`src/rtl/qmac_accum.sv`:
```
// Frame accumulator for sign-magnitude Q-format products.
// Saturating two's-complement sum with guard bits, sign-magnitude result.
module qmac_accum #(
  parameter int N     = 32,
  parameter int G     = 4,
  parameter int CNT_W = 8
) (
  input  logic             clk,
  input  logic             rst,
  input  logic             i_valid,
  output logic             o_ready,
  input  logic [N-1:0]     i_product,
  input  logic             i_ovr,
  input  logic             i_last,
  output logic             o_valid,
  input  logic             i_res_ready,
  output logic [N-1:0]     o_result,
  output logic             o_ovr,
  output logic [CNT_W-1:0] o_terms
);

  localparam int A = N + G;
  localparam logic signed [A:0] SMAX = {2'b00, {(A-1){1'b1}}};
  localparam logic signed [A:0] SMIN = -SMAX;
  localparam logic [A-1:0] OMAX = {{(G+1){1'b0}}, {(N-1){1'b1}}};

  typedef enum logic [1:0] {IDLE, ACC, DONE} state_t;

  state_t state_q, state_d;

  logic signed [A-1:0] acc_q, acc_d;
  logic [CNT_W-1:0]    terms_q, terms_d;
  logic                ovr_q, ovr_d;
  logic [N-1:0]        res_q, res_d;

  logic                beat;
  logic [A-1:0]        mag_ext;
  logic signed [A-1:0] conv_w;
  logic signed [A:0]   sum_w;
  logic                sat_hit;
  logic [A-1:0]        acc_abs;

  assign beat    = i_valid && o_ready;
  assign mag_ext = {{(G+1){1'b0}}, i_product[N-2:0]};
  // negating a zero magnitude yields +0, so -0 needs no special case
  assign conv_w  = i_product[N-1] ? -$signed(mag_ext) : $signed(mag_ext);
  assign sum_w   = {acc_q[A-1], acc_q} + {conv_w[A-1], conv_w};

  always_ff @(posedge clk) begin
    if (rst) begin
      state_q <= IDLE;
      acc_q   <= '0;
      terms_q <= '0;
      ovr_q   <= 1'b0;
      res_q   <= '0;
    end else begin
      state_q <= state_d;
      acc_q   <= acc_d;
      terms_q <= terms_d;
      ovr_q   <= ovr_d;
      res_q   <= res_d;
    end
  end

  always_comb begin
    state_d = state_q;
    unique case (state_q)
      IDLE: begin
        if (beat) state_d = i_last ? DONE : ACC;
      end
      ACC: begin
        if (beat && i_last) state_d = DONE;
      end
      DONE: begin
        if (i_res_ready) state_d = IDLE;
      end
      default: state_d = IDLE;
    endcase
  end

  always_comb begin
    o_ready  = (state_q != DONE);
    o_valid  = (state_q == DONE);
    o_result = res_q;
    o_ovr    = ovr_q;
    o_terms  = terms_q;
  end

  always_comb begin
    acc_d   = acc_q;
    terms_d = terms_q;
    ovr_d   = ovr_q;
    res_d   = res_q;
    sat_hit = 1'b0;
    acc_abs = '0;
    if (beat) begin
      if (state_q == IDLE) begin
        acc_d   = conv_w;
        terms_d = CNT_W'(1);
        ovr_d   = i_ovr;
      end else begin
        if (sum_w > SMAX) begin
          acc_d   = SMAX[A-1:0];
          sat_hit = 1'b1;
        end else if (sum_w < SMIN) begin
          acc_d   = SMIN[A-1:0];
          sat_hit = 1'b1;
        end else begin
          acc_d   = sum_w[A-1:0];
        end
        if (terms_q != '1) terms_d = terms_q + CNT_W'(1);
        ovr_d = ovr_q | i_ovr | sat_hit;
      end
      if (i_last) begin
        acc_abs = acc_d[A-1] ? -acc_d : acc_d;
        if (acc_abs > OMAX) begin
          res_d = {acc_d[A-1], {(N-1){1'b1}}};
          ovr_d = 1'b1;
        end else begin
          res_d = {acc_d[A-1], acc_abs[N-2:0]};
        end
      end
    end
  end

endmodule

```
`config.mk`:
```
export PLATFORM = sky130hd
export DESIGN_NAME = qmac_accum
export DESIGN_NICKNAME = d
export VERILOG_FILES = /design/src/rtl/qmac_accum.sv
export SDC_FILE = /design/constraint.sdc
export NUM_CORES = 1
export LEC_CHECK = 0
export CAP_MARGIN = 5
export CELL_PAD_IN_SITES_DETAIL_PLACEMENT = 0
export CELL_PAD_IN_SITES_GLOBAL_PLACEMENT = 1
export CORE_ASPECT_RATIO = 1.25
export CORE_MARGIN = 2
export CORE_UTILIZATION = 43
export DETAILED_ROUTE_END_ITERATION = 8
export PLACE_DENSITY = 0.84
export SETUP_SLACK_MARGIN = 0.1
export SKIP_CTS_REPAIR_TIMING = 1
export SLEW_MARGIN = 10
export SYNTH_ARGS = -nofsm -noshare
export SYNTH_HDL_FRONTEND = slang
export SYNTH_SLANG_ARGS = --single-unit
```
`constraint.sdc`:
```
create_clock -name clk -period 9.7 [get_ports clk]
set_input_delay 0.97 -clock clk [delete_from_list [all_inputs] [get_ports clk]]
set_output_delay 0.97 -clock clk [all_outputs]
set_load 0.02 [all_outputs]
```
==> results.md <==
Floorplan:
- The area inside the core boundary is 0.0193 sq mm.
- The starting density of the core is 43.7%.
- The total die area is 0.0208 sq mm.
- The width of the chip is 129 um.
- The die boundary height is roughly 160 um.
- The initialized floorplan defines 57 standard-cell rows.
- The number of top-level pins is 81.

Power and ir drop:
- The total power density per cell area is 166 mW/mm^2.
- Cell internal power was estimated by the tool at 0.000898 W.
- The switching share of power is 45.4%.
- The leakage dissipation is 3.65 nW.
- In this run, the combinational gates consume 54.5% of the power.
- The clock share of power is 22.7%.
- For this design the total switching power over the nets is 0.000746 W.
- The worst-case IR drop observed on VDD is approximately 0.095 mV.
- Sequential cells account for 22.8% of the total power.

Clocking:
- The clock slew seen by the registers of the worst setup and hold paths is 70 ps.
- The number of buffers between clock root and the deepest sink is 2.
- The clock tree from TritonCTS is yes.
- The clock root buffer is clkbuf_16.
- The clock latency of the later-clocked register in the worst-skew pair is about 360 ps.
- The number of H-tree levels is 3.
- The clock drives 79 sinks.
- The clock buffer count from CTS is 9.

Place:
- The congestion estimate from routability-driven global placement came to 1.00.
- The number of cells after detailed placement is 1513.
- Buffers placed on the I/O ports in this run total 80.
- The placed wire-length estimate is between 20000 and 25000 um.

Setup path:
- The critical path's slowest cell is or4_1.
- Of all nets on the critical path, the largest fanout is 32.
- The data arrival time of the critical path is between 9000 and 10000 ps.
- The worst register-to-register path ends at o_result[6].
- The number of cells on the worst reg-to-reg path is 27.
- The critical path startpoint category is an input port.
- The setup path with the least slack is of type input port to register.
- In this design, the stage delay of the slowest critical-path cell is approximately 600 ps.
- The first element of the critical path is i_product[0].
- The register-to-register setup slack is 2450 ps.
- The startpoint identified for the worst register-to-register timing path is acc_q[0].
- The endpoint kind of the worst setup timing path is a register.
- The critical path required time is 9880 ps.

Detailed routing:
- For this block, the routed nets add up to 31200 um of wire.
- The count of routing violations after the opening detailed-route iteration is 767.
- The average wire per cell in the routed design is about 20 um.
- The routed layout has 9570 vias.
- In this run the remaining antenna-violating nets after routing total 0.
- After detailed routing, the number of vias per cell comes to 6.25.
- In the routed design, unresolved DRC markers number 0.
- The detailed-routing iteration count for the pre-antenna-repair pass is 6.

Timing:
- The number of hold violations in the final report is 0.
- Of the available clock period, the critical path in the final layout requires a little over nine tenths.
- The minimum clock period after layout is 9120 ps.
- On the final layout, the worst clock skew is ~10 ps.
- For this run, the top clock speed supported by timing is between 0.1 and 0.15 GHz.
- The slew at the pin closest to its max-slew limit is approximately 1100 ps.
- The total negative slack is 0 ps.
- The headroom to the max-slew limit is approximately 29%.
- The worst hold slack across all endpoints is 468 ps.
- Setup repair after global routing left no endpoint under its margin.
- Setup violations remaining at the end of the flow were counted as 0.
- The final max-slew violation count is 0.

Synth:
- When the netlist entered floorplanning its net count stood at 1285.
- The register bit count reported by yosys is 79.
- Of the synthesized area, sequential elements account for 18.7%.
- After synthesis the cells add up to about 0.0084 sq mm.
- In the synthesized netlist the dominant register cell turns out to be dfxtp_1.
- The count of different cell masters after synthesis is 94.
- The async set-or-reset flop fraction in the synthesized netlist is 0%.
- In this run the mean area of a mapped cell was 7.00 sq um.
- The number of warnings printed during yosys synthesis is 0.
- Synthesis produced 1206 cells.
- The synthesized design contains 0 enable-type register cells.

Min path:
- The worst hold endpoint is acc_q[6].
- The hold path startpoint is acc_q[6].
- The path type of the worst min-delay path is register to register.
- The worst hold path passes through 2 cells.

Finish:
- The fraction of layout cells with a size suffix above 1 is 7.67%.
- The final non-filler cell total is 1530.
- Counting the fill cells in the layout gives between 1500 and 2000.
- The antenna cell count is 0.
- The net count of the finished layout is between 1000 and 1500.
- The area growth from synthesis to layout is 17.0%.

Global routing:
- The initial antenna violation count is 0.
- The via count of the first global-routing pass was 8795.
- The total track usage is 29.7%.
- The final global-route overflow total is 0.
- The first global-routing pass estimated 48500 um of wire.
- Entering global routing, the biggest net connects 76 pins.

Outcome:
- The flow ran to the end, and the final reports show no timing, DRC or antenna violations.

Flow run:
- The tool flagged a number of max-cap violations equal to 0.
-- sequential cells by signal, indices dropped and copies added (netlist names) --
name and count:
state_q 2, o_ovr 1, o_result 32, acc_q 36, o_terms 8
-- cell type report --
class	count	area [sq um]	share of cell area [%]
tap	265	332	3.35
sequential	79	1580	16.0
timing repair buffer	117	1090	11.0
clock buffer	11	233	2.35
inverter	34	128	1.29
clock inverter	5	82.6	0.835
multi-input combinational	1019	6440	65.2
-- kinds of logic after synthesis --
logic type	after synthesis	share of synthesized area, %
and+or+nand+nor	480	27.2
AOI/OAI and AO/OA	409	33.2
buffers and inverters	108	5.21
xor gates and xnor gates	81	8.49
DFF	79	18.7
adders and majority gates	42	6.28
muxes	7	0.859
-- per-layer routing --
metal / up-vias / GRT usage, % / wire length, um
met4: 0 / 10.2 / 1010
li1: 4568 / - / -
met3: 64 / 2.73 / 2050
met1: 4504 / 41.1 / 13600
met2: 434 / 48.3 / 14600
met5: - / 0 / 0
-- cell usage in the layout (no fill, tap or decap), types with 5 or more instances in the layout --
master / Yosys / final
o21ai_0: 88 / 86
o22a_1: 5 / 5
o211ai_1: 13 / 13
nor3_1: 22 / 22
a21oi_1: 112 / 112
xor2_1: 30 / 29
a311oi_1: 34 / 34
o21ai_1: 4 / 6
a211oi_1: 16 / 15
nor2b_1: 6 / 6
dfxtp_1: 79 / 79
clkbuf_16: 0 / 9
nor4_1: 7 / 7
nand2_1: 151 / 151
inv_1: 33 / 33
and2_1: 13 / 13
nand4_1: 24 / 24
o2bb2ai_1: 5 / 5
clkdlybuf4s50_1: 0 / 79
buf_4: 0 / 36
ha_1: 40 / 39
or3_1: 18 / 18
a22oi_1: 9 / 9
or2_2: 7 / 7
nor2_1: 152 / 151
nand3_1: 18 / 18
a31oi_1: 6 / 6
mux2i_1: 5 / 5
and3_1: 8 / 7
o22ai_1: 14 / 14
or4_1: 8 / 8
o41ai_1: 6 / 6
o31ai_1: 13 / 13
a21o_1: 12 / 12
xnor2_1: 50 / 50
nand2b_1: 15 / 15
-- worst max path at each step --
stage	endpoint	slack [ps]	cells past startpoint
after floorplan	o_result[22]	1400	34
after global placement	o_result[4]	290	31
after detailed placement	o_result[6]	200	31
after CTS	o_result[6]	540	31
after global routing	o_result[12]	110	34
final	o_result[6]	580	33
-- Yosys cell counts, types with 13 or more instances --
library cell / instances / area, sq um
xor2_1: 30 / 263
nor2_1: 152 / 571
clkbuf_1: 56 / 210
dfxtp_1: 79 / 1580
nand2b_1: 15 / 93.8
o21ai_0: 88 / 440
o211ai_1: 13 / 97.6
a311oi_1: 34 / 298
ha_1: 40 / 500
o31ai_1: 13 / 97.6
nand3_1: 18 / 90.1
inv_1: 33 / 124
o22ai_1: 14 / 87.6
xnor2_1: 50 / 438
a21oi_1: 112 / 561
and2_1: 13 / 81.3
or3_1: 18 / 113
nand4_1: 24 / 150
nand2_1: 151 / 567
nor3_1: 22 / 110
a211oi_1: 16 / 120
-- through the flow --
step | area (sq um) | worst slack [ps] | total power, W | util (%)
CTS | 9860 | 540 | 0.00162 | 51.0
detailed placement | 9550 | 199 | 0.00125 | 49.4
global placement | 9550 | 291 | 0.00125 | 49.4
global route | 9890 | 107 | 0.00173 | 51.1
floorplan | 8450 | 1400 | 0.000978 | -
finish | 9890 | 581 | 0.00164 | 51.1
-- power by group through the flow --
stage | logic (W) | registers (W) | clock network, W
2_1_floorplan | 0.000590 | 0.000389 | 0
3_3_place_gp | 0.000868 | 0.000380 | 0
3_5_place_dp | 0.000867 | 0.000381 | 0
4_1_cts | 0.000871 | 0.000374 | 0.000377
5_1_grt | 0.000968 | 0.000377 | 0.000389
6_report | 0.000895 | 0.000374 | 0.000374
-- worst max-delay path: cells and delay by family --
family	cells	cell delay (ps)
buffers and inverters	5	990
adder cells (fa/ha/maj)	3	840
multiplexers	1	290
AND/OR/NAND/NOR	10	2920
AO/OA/AOI/OAI	12	2910
XOR/XNOR	2	350
(Power assumes the default switching activity.)
